--- src/rtl/mips_pkg.sv ---
// Shared constants and types for the MIPS pipeline hazard control slice.
package mips_pkg;

  localparam logic [1:0] TUSE_NONE = 2'd3;
  localparam logic [3:0] MULT_CYC  = 4'd5;
  localparam logic [3:0] DIV_CYC   = 4'd10;

  typedef enum logic [1:0] {
    FWD_REG = 2'd0,
    FWD_M   = 2'd1,
    FWD_W   = 2'd2
  } fwd_sel_e;

  typedef enum logic {
    MD_IDLE = 1'b0,
    MD_BUSY = 1'b1
  } md_state_e;

  // Destination register and cycles-until-result for one pipeline stage.
  typedef struct packed {
    logic [4:0] a3;
    logic [1:0] tnew;
  } stage_t;

  localparam stage_t STAGE_BUBBLE = '{a3: 5'd0, tnew: 2'd0};

  // One stage further down the pipe the result is one cycle closer.
  function automatic stage_t age_stage(input stage_t s);
    stage_t r;
    r.a3   = s.a3;
    r.tnew = (s.tnew == 2'd0) ? 2'd0 : s.tnew - 2'd1;
    return r;
  endfunction

endpackage

--- src/rtl/md_busy_ctr.sv ---
// Tracks the occupancy of the multi-cycle mult/div unit.
module md_busy_ctr
  import mips_pkg::*;
(
  input  logic clk,
  input  logic reset,
  input  logic start,
  input  logic is_div,
  output logic busy
);

  md_state_e  state_q, state_d;
  logic [3:0] cnt_q, cnt_d;

  // Next state: load latency on start, count down while busy, leave on the last cycle.
  always_comb begin
    state_d = state_q;
    cnt_d   = cnt_q;
    case (state_q)
      MD_IDLE: begin
        if (start) begin
          state_d = MD_BUSY;
          cnt_d   = is_div ? DIV_CYC : MULT_CYC;
        end
      end
      MD_BUSY: begin
        cnt_d = cnt_q - 4'd1;
        if (cnt_q == 4'd1) begin
          state_d = MD_IDLE;
        end
      end
      default: begin
        state_d = MD_IDLE;
        cnt_d   = 4'd0;
      end
    endcase
  end

  // State and counter registers; reset cancels any operation in flight.
  always_ff @(posedge clk) begin
    if (reset) begin
      state_q <= MD_IDLE;
      cnt_q   <= 4'd0;
    end else begin
      state_q <= state_d;
      cnt_q   <= cnt_d;
    end
  end

  assign busy = (state_q == MD_BUSY);

endmodule

--- src/rtl/hazard_ctrl.sv ---
// Pipeline hazard unit: stage tracking, stall/flush control and E-stage forwarding.
module hazard_ctrl
  import mips_pkg::*;
(
  input  logic       clk,
  input  logic       reset,
  input  logic [4:0] A1_D,
  input  logic [4:0] A2_D,
  input  logic [1:0] Tuse_rs_D,
  input  logic [1:0] Tuse_rt_D,
  input  logic [4:0] A3_D,
  input  logic [1:0] Tnew_D,
  input  logic       md_D,
  input  logic       md_div_D,
  input  logic       mdrd_D,
  input  logic       flush_req,
  output logic       PC_en,
  output logic       IFID_en,
  output logic       IDEX_clr,
  output logic       EXMEM_clr,
  output logic [1:0] fwd_rs_E,
  output logic [1:0] fwd_rt_E,
  output logic       md_busy
);

  logic [4:0] e_a1_q, e_a1_d;
  logic [4:0] e_a2_q, e_a2_d;
  stage_t     e_q, e_d;
  stage_t     m_q, m_d;
  stage_t     w_q, w_d;

  logic stall_rs, stall_rt, stall_md, stall;
  logic md_start;

  // A source stalls when a producer in E or M cannot deliver before the operand is needed.
  function automatic logic src_hazard(input logic [4:0] src, input logic [1:0] tuse,
                                      input stage_t e, input stage_t m);
    logic hit_e, hit_m;
    hit_e = (src == e.a3) && (e.tnew > tuse);
    hit_m = (src == m.a3) && (m.tnew > tuse);
    return (tuse != TUSE_NONE) && (src != 5'd0) && (hit_e || hit_m);
  endfunction

  // M forwards only once its result exists; M is younger so it wins over W.
  function automatic logic [1:0] fwd_select(input logic [4:0] src, input stage_t m,
                                            input stage_t w);
    logic [1:0] sel;
    sel = FWD_REG;
    if ((src != 5'd0) && (src == m.a3) && (m.tnew == 2'd0)) begin
      sel = FWD_M;
    end else if ((src == w.a3) && (w.a3 != 5'd0)) begin
      sel = FWD_W;
    end
    return sel;
  endfunction

  // Interlock and pipeline register controls, purely combinational on the current state.
  always_comb begin
    stall_rs  = src_hazard(A1_D, Tuse_rs_D, e_q, m_q);
    stall_rt  = src_hazard(A2_D, Tuse_rt_D, e_q, m_q);
    stall_md  = (md_D || mdrd_D) && md_busy;
    stall     = stall_rs || stall_rt || stall_md;
    PC_en     = !stall;
    IFID_en   = !stall;
    IDEX_clr  = stall || flush_req;
    EXMEM_clr = flush_req;
    fwd_rs_E  = fwd_select(e_a1_q, m_q, w_q);
    fwd_rt_E  = fwd_select(e_a2_q, m_q, w_q);
  end

  // Shadow pipe advance. A stall bubble keeps the stalled source numbers so the
  // W-stage forward is already visible in the cycle the interlock releases.
  always_comb begin
    w_d    = age_stage(m_q);
    m_d    = age_stage(e_q);
    e_a1_d = A1_D;
    e_a2_d = A2_D;
    e_d    = '{a3: A3_D, tnew: Tnew_D};
    if (flush_req) begin
      m_d    = STAGE_BUBBLE;
      e_d    = STAGE_BUBBLE;
      e_a1_d = 5'd0;
      e_a2_d = 5'd0;
    end else if (stall) begin
      e_d    = STAGE_BUBBLE;
    end
  end

  // Shadow stage registers.
  always_ff @(posedge clk) begin
    if (reset) begin
      e_a1_q <= 5'd0;
      e_a2_q <= 5'd0;
      e_q    <= STAGE_BUBBLE;
      m_q    <= STAGE_BUBBLE;
      w_q    <= STAGE_BUBBLE;
    end else begin
      e_a1_q <= e_a1_d;
      e_a2_q <= e_a2_d;
      e_q    <= e_d;
      m_q    <= m_d;
      w_q    <= w_d;
    end
  end

  assign md_start = md_D && !stall && !flush_req;

  md_busy_ctr u_md_busy_ctr (
    .clk    (clk),
    .reset  (reset),
    .start  (md_start),
    .is_div (md_div_D),
    .busy   (md_busy)
  );

endmodule
--- config.mk ---
export PLATFORM = sky130hd
export DESIGN_NAME = hazard_ctrl
export DESIGN_NICKNAME = d
export VERILOG_FILES = /design/src/rtl/mips_pkg.sv /design/src/rtl/md_busy_ctr.sv /design/src/rtl/hazard_ctrl.sv
export SDC_FILE = /design/constraint.sdc
export NUM_CORES = 1
export LEC_CHECK = 0
export ABC_CLOCK_PERIOD_IN_PS = 4700
export BUFFER_PORTS_ARGS = -buffer_cell sky130_fd_sc_hd__clkbuf_2
export CAP_MARGIN = 10
export CORE_MARGIN = 3
export CORE_UTILIZATION = 45
export DETAILED_ROUTE_END_ITERATION = 7
export GPL_ROUTABILITY_DRIVEN = 0
export PLACE_DENSITY = 0.66
export SKIP_LAST_GASP = 1
export SLEW_MARGIN = 40
export SYNTH_ARGS = -nofsm -noshare
export SYNTH_HDL_FRONTEND = slang
export SYNTH_HIERARCHICAL = 1
export SYNTH_SLANG_ARGS = --single-unit
--- constraint.sdc ---
create_clock -name clk -period 4.7 [get_ports clk]
set_input_delay 0.47 -clock clk [delete_from_list [all_inputs] [get_ports clk]]
set_output_delay 0.47 -clock clk [all_outputs]
set_load 0.02 [all_outputs]
==> results.toml, run 1 <==
[outcome]
status = "finished, final reports clean"

[grt]
grt_util_met1_pct = 23.1
grt_first_pass_wirelength_um = 6530
grt_pass1_vias = 1387
antenna_found_initial = 0
grtUsageTotal_pct = 16.1
grt_overflow_total = 0
use_met3_pct = 3.98
grt_max_degree = 23
use_met2_pct = 24.0
grt-busiest-layer = "met2"

[job]
drv_cap = 0

[floorplan]
die_w_um = 70.9
coreArea_mm2 = 0.00385
io_pins = 36
die_area_mm2 = 0.00502
start_util_pct = 49.1
rows = 22
die_h_um = 70.9

[worst_setup_path]
cp_slowest_stage_delay_ns = 0.45
crit_chain = "inv_1, ha_1, nand2_1, nand4_1, nor4_1, o221a_1, or4b_4, clkbuf_2"
path_max_fanout = 10
rrSetupSlack_ns = 2.14
r2r-start = "m_q[0]$_SDFF_PP0_"
crit_path_end_kind = "primary output"
worstPathRequired_ns = 4.23
path_class = "reg2out"
slowest_stage = "o221a_1"
cp-start-kind = "flip-flop"
arrival_ns = 2.34
r2r_cells = 10
worst_r2r_endpoint = "u_md_busy_ctr/cnt_q[1]$_SDFFE_PP0P_"

[sta]
max_freq_mhz = 355
finalMaxSlewViolations = 0
setup-tns-final_ns = 0
fin_skew_ns = 0.00353
slew_headroom_pct = 50.7
post-route-min-period_ns = 2.81
fin_crit_sh_pct = 59.9
hold_violations = 0
rsz0062_at_grt = "false"
setup_slack_ns = 1.89
setup_viol = 0
tightestPinTransition_ns = 0.734

[clock_tree]
cts_root_buf = "clkbuf_8"
cts_sinks = 34
holdBufCountCts = 0
clk_path_buf_depth = 2
tritoncts = "yes"
worst_skew_pair.late_latency_ns = 0.28
postCtsSetupRepairBufs = 0
cts_buffers = 5
ctsResizeCount = 0
clkTransAtPathRegs_ns = 0.07
htree_levels = 2

[synthesis]
synth_seq_cells = 34
synth_area_per_cell_um2 = 8.97
yosysUniqueCellTypes = 32
synth_warnings = 6
synth_nets = 249
ys.flop_type = "dfxtp_1"
synth_edf_count = 0
synth_async_sr_flop_share_pct = 0
synth_area_mm2 = 0.00189
postSynthCellCount = 211
synth.yosys.seq_area_share_pct = 36.0

[layout]
final_net_count = 279
synthToLayoutAreaGrowth_pct = 13.6
drive_above_1_share_pct = 19.8
diodes = 0

[worst_hold_path]
hold_path.startpoint = "Tnew_D[0]"
hp-class = "in2reg"
min_path_cells = 3
whs_endpoint = "e_q[0]$_SDFF_PP0_"

[place]
place_ws_ns = 2.00
port_buffers = 35
dp_hpwl_um = 3050

[drt]
vias_per_cell = 5.11
drtPass1Iterations = 4
drtAntennaViolNets = 0
drt_iter0_markers = 58
drt-total-wl_um = 3840
drc_errors = 0
drt-wirelength-per-cell_um = 13.2
vias = 1482

[power]
vdd_drop_max_mv = 0.196
power.density_mw_per_mm2 = 295
power.leakage_nw = 0.967
[metrics by stage]
step | utilization, % | hold WS (ns) | area [um^2] | std cells | total power, mW
floorplan | - | 0.395 | 1890 | 211 | 0.388
global placement | 53.3 | 0.411 | 2050 | 282 | 0.420
detailed placement | 53.3 | 0.423 | 2060 | 282 | 0.421
CTS | 55.8 | 0.392 | 2150 | 290 | 0.640
global route | 55.8 | 0.402 | 2150 | 290 | 0.667
finish | 55.8 | 0.399 | 2150 | 290 | 0.635
[cells in the final DEF, fill, tap and decap left out, types with 2 or more instances in the layout]
| cell type | n |
|---|---|
| a211oi_1 | 3 |
| a21oi_1 | 8 |
| a31oi_1 | 2 |
| and2_1 | 14 |
| clkbuf_2 | 35 |
| clkbuf_8 | 6 |
| dfxtp_1 | 34 |
| ha_1 | 11 |
| inv_1 | 13 |
| nand2_1 | 7 |
| nand3_1 | 7 |
| nand3b_1 | 2 |
| nand4_1 | 6 |
| nor2_1 | 5 |
| nor2_2 | 2 |
| nor2b_1 | 7 |
| nor3_1 | 15 |
| nor4_1 | 9 |
| o21ai_1 | 2 |
| o221a_1 | 2 |
| or4_1 | 5 |
| xnor2_1 | 18 |
| xor2_1 | 20 |
[cell usage after synthesis (3+ instances only)]
cell      count  area, um^2
dfxtp_1      34         681
xor2_1       20         175
xnor2_1      18         158
nor3_1       15        75.1
and2_1       14        87.6
inv_1        13        48.8
ha_1         11         138
nor4_1        9        56.3
a21oi_1       8        40.0
nand2_1       7        26.3
nand3_1       7        35.0
nor2b_1       7        43.8
buf_2         6        30.0
nand4_1       6        37.5
nor2_1        6        22.5
or4_1         5        37.5
a211oi_1      3        22.5
[report_power, final]
| part | leakage, nW | internal [mW] | switching [mW] |
|---|---|---|---|
| sequential | 0.278 | 0.301 | 0.0154 |
| combinational | 0.642 | 0.0467 | 0.0523 |
| clock | 0.0472 | 0.118 | 0.103 |
| total | 0.967 | 0.465 | 0.171 |
[critical path: cells and delay by family, from the launching register on]
kind / cells / cell delay, ns
buffers and inverters: 2 / 0.24
AO/OA/AOI/OAI: 1 / 0.45
AND/OR/NAND/NOR: 4 / 0.70
flip-flops: 1 / 0.39
adder cells (fa/ha/maj): 1 / 0.28
[worst max-delay path by stage]
stage,from,endpoint,slack (ns),cells past startpoint
2_1_floorplan,Tuse_rt_D[1],PC_en,2.01,8
3_3_place_gp,Tuse_rt_D[1],IDEX_clr,1.97,9
3_5_place_dp,Tuse_rt_D[1],IDEX_clr,2.00,9
4_1_cts,m_q[0]$_SDFF_PP0_,IDEX_clr,1.86,8
5_1_grt,m_q[0]$_SDFF_PP0_,IDEX_clr,1.73,8
6_report,m_q[0]$_SDFF_PP0_,IDEX_clr,1.89,8
[cell families after synthesis]
group	Yosys count	share of synthesized area, %
XOR/XNOR	38	17.6
buffers and inverters	25	6.54
AO/OA/AOI/OAI	19	6.41
flip-flops	34	36.0
AND/OR/NAND/NOR	84	26.2
adder cells (fa/ha/maj)	11	7.27
[routing by layer]
| metal | vias to the layer above | routed length (um) |
|---|---|---|
| met5 | - | 0 |
| met4 | 0 | 45 |
| met3 | 4 | 181 |
| met2 | 36 | 1700 |
| met1 | 659 | 1910 |
| li1 | 783 | - |
[area by class of cell]
| type | count | area, um^2 |
|---|---|---|
| Multi-Input combinational cell | 152 | 1090 |
| Clock buffer | 6 | 82.6 |
| Clock inverter | 2 | 12.5 |
| Tap cell | 48 | 60.1 |
| Sequential cell | 34 | 681 |
| Timing Repair Buffer | 35 | 175 |
| Inverter | 13 | 48.8 |
| Fill cell | 371 | 1700 |
[registers in the layout, indices dropped and copies added (netlist names)]
register,flops
e_a2_q,5
e_q,7
u_md_busy_ctr/cnt_q,4
w_q,5
e_a1_q,5
m_q,7
u_md_busy_ctr/busy,1
(Power assumes the default switching activity.)
==> run 2, diff against run 1 <==
--- a/config.mk
+++ b/config.mk
@@ -5,14 +5,14 @@
 export SDC_FILE = /design/constraint.sdc
 export NUM_CORES = 1
 export LEC_CHECK = 0
-export ABC_CLOCK_PERIOD_IN_PS = 4700
+export ABC_CLOCK_PERIOD_IN_PS = 2250
 export BUFFER_PORTS_ARGS = -buffer_cell sky130_fd_sc_hd__clkbuf_2
 export CAP_MARGIN = 10
 export CORE_MARGIN = 3
 export CORE_UTILIZATION = 45
 export DETAILED_ROUTE_END_ITERATION = 7
 export GPL_ROUTABILITY_DRIVEN = 0
-export PLACE_DENSITY = 0.66
+export PLACE_DENSITY = 0.69
 export SKIP_LAST_GASP = 1
 export SLEW_MARGIN = 40
 export SYNTH_ARGS = -nofsm -noshare
==> constraint.sdc (replaced) <==
create_clock -name clk -period 2.25 [get_ports clk]
set_input_delay 0.225 -clock clk [delete_from_list [all_inputs] [get_ports clk]]
set_output_delay 0.225 -clock clk [all_outputs]
set_load 0.02 [all_outputs]
==> run 2 against run 1 <==
Hold slack got worse by 0.27 ns. Combinational power grew to 2.6 times the previous value. The run now ends with negative setup slack left. Final cell count increased by 7.9%. Die area stayed put. Design area grew 15%. Utilization grew 8.2 points. Highest routed layer unchanged. Power rose by 120%. Global-route usage is 2.3 points higher.
==> results.toml, run 2 (synthesis results as in run 1) <==
[power]
p_seq_share_pct = 47.5
power.density_mw_per_mm2 = 559
power_frac_clock_pct = 33.5
power.leakage_nw = 1.10
p_switching_mw = 0.374
p_comb_share_pct = 19.0
swShare_pct = 27.2
vdd_drop_max_mv = 0.453
power.total_mw = 1.38
p_int_mw = 1.00

[layout]
synthToLayoutAreaGrowth_pct = 30.3
layout_commonest_cell = "clkbuf_2"
diodes = 0
largestRegisters = "e_q: 7 flops, m_q: 7 flops"
fillers = 324
regArea_um2 = 688
final_cell_mix = "clkbuf_2 (32), dfxtp_1 (30), buf_4 (22)"
finalInstanceArea_mm2 = 0.00247
multi_input_area_mm2 = 0.00120
drive_above_1_share_pct = 32.1
final_net_count = 302

[drt]
drc_errors = 0
drt_iter0_markers = 28
drt-wirelength-per-cell_um = 14.3
drt-total-wl_um = 4470
vias = 1593
vias_per_cell = 5.09
drtPass1Iterations = 4
drtAntennaViolNets = 0

[sta]
post-route-min-period_ns = 2.44
max_freq_mhz = 410
hold_violations = 0
rsz0062_at_grt = "true"
tightestPinTransition_ns = 0.456
fin_crit_sh_pct = 108
setup_viol = 3
slew_headroom_pct = 69.5
finalMaxSlewViolations = 0
fin_skew_ns = 0.00829
setup_slack_ns = -0.189

[worst_setup_path]
path_max_fanout = 3
slowest_stage = "or4b_4"
critPathBufInv = 3
path_class = "reg2out"
crit_path_end_kind = "primary output"
r2r-start = "m_q[0]$_SDFF_PP0_"
r2r_cells = 11
cp_top_family = "simple AND/OR/NAND/NOR gates"
worstPathRequired_ns = 2.03
arrival_ns = 2.21
critPathLaunch = "m_q[0]$_SDFF_PP0_"
crit_chain = "inv_2, ha_4, nand2_1, nand4_1, nor4_1, o221a_1, buf_6, or4b_4, buf_8"
cp_slowest_stage_delay_ns = 0.49
cp_num_cells = 9
cp-start-kind = "flip-flop"

[place]
port_buffers = 35
dp_hpwl_um = 3390
placed_area_mm2 = 0.00219

[clock_tree]
worst_skew_pair.late_latency_ns = 0.29
cts_buffers = 5
clkTransAtPathRegs_ns = 0.07
cts_root_buf = "clkbuf_8"
holdBufCountCts = 0
tritoncts = "yes"
htree_levels = 2
clk_path_buf_depth = 2
cts_sinks = 34

[floorplan]
coreArea_mm2 = 0.00385
rows = 22
die_area_mm2 = 0.00502
die_w_um = 70.9
die_h_um = 70.9
start_util_pct = 49.1
io_pins = 36

[grt]
grt_first_pass_wirelength_um = 7220
grt_overflow_total = 0
grt_max_degree = 16
grtUsageTotal_pct = 18.3
grt_pass1_vias = 1548
antenna_found_initial = 0

[worst_hold_path]
min_path_cells = 3
hp-class = "in2reg"
hold_path.startpoint = "Tnew_D[0]"

[outcome]
status = "finished, violations left"
violations = "negative setup slack"

[job]
drv_cap = 0
==> run 2: cell count changes in the layout (fill, tap and decap cells not counted), moves of 3 or more <==
cell      change
buf_6         +3
buf_4        +22
clkbuf_2      -3
dfxtp_2       +3
ha_1          -7
ha_4          +7
dfxtp_1       -4
==> run 2: per-layer routing <==
metal	vias up	routed length (um)	track usage [%]
li1	830	-	-
met3	5	169	4.69
met2	32	2230	30.5
met5	-	0	0
met1	726	2000	23.3
met4	0	60	5.64
==> run 2: worst paths after layout <==
check                                                            to  slack (ns)
worst max-delay path                                       IDEX_clr       -0.19
worst min-delay path                              e_q[0]$_SDFF_PP0_        0.13
worst max register to register  u_md_busy_ctr/cnt_q[1]$_SDFFE_PP0P_        0.18
worst min register to register                    m_q[0]$_SDFF_PP0_        0.48
==> run 2: tightest hold or removal path: cells and delay by family <==
kind	cells	cell delay, ns
and+or+nand+nor	2	0.09
buffers and inverters	1	0.08
==> run 2: cell type report <==
type	instances	area share, %
clock inverter	1	0.203
inverter	13	2.08
timing repair buffer	58	15.2
clock buffer	7	3.50
tap	48	2.43
multi-input combinational	152	48.7
sequential	34	27.9
==> run 2: what timing repair did <==
item / in CTS / in global routing
gates resized for setup: 13 / 16
pin swaps: 6 / 2
buffers inserted: 4 / 2
endpoints found under the setup margin: 5 / 8
==> run 2: power by group through the flow <==
stage | clock network, mW | logic [mW] | registers (mW)
after floorplan | 0 | 0.149 | 0.661
after global placement | 0 | 0.228 | 0.667
after detailed placement | 0 | 0.233 | 0.667
after CTS | 0.473 | 0.244 | 0.655
after global routing | 0.499 | 0.292 | 0.658
final | 0.462 | 0.262 | 0.655
==> run 2: stage by stage <==
stage / utilization (%) / setup TNS (ns) / worst slack [ns] / instances / hold slack (ns)
2_1_floorplan: - / 0 / 0.0905 / 211 / 0.294
3_3_place_gp: 56.7 / 0 / 0.0186 / 299 / 0.425
3_5_place_dp: 56.7 / -0.0763 / -0.0479 / 299 / 0.432
4_1_cts: 61.3 / -0.384 / -0.211 / 311 / 0.127
5_1_grt: 64.0 / -0.522 / -0.261 / 313 / 0.148
6_report: 64.0 / -0.250 / -0.189 / 313 / 0.129
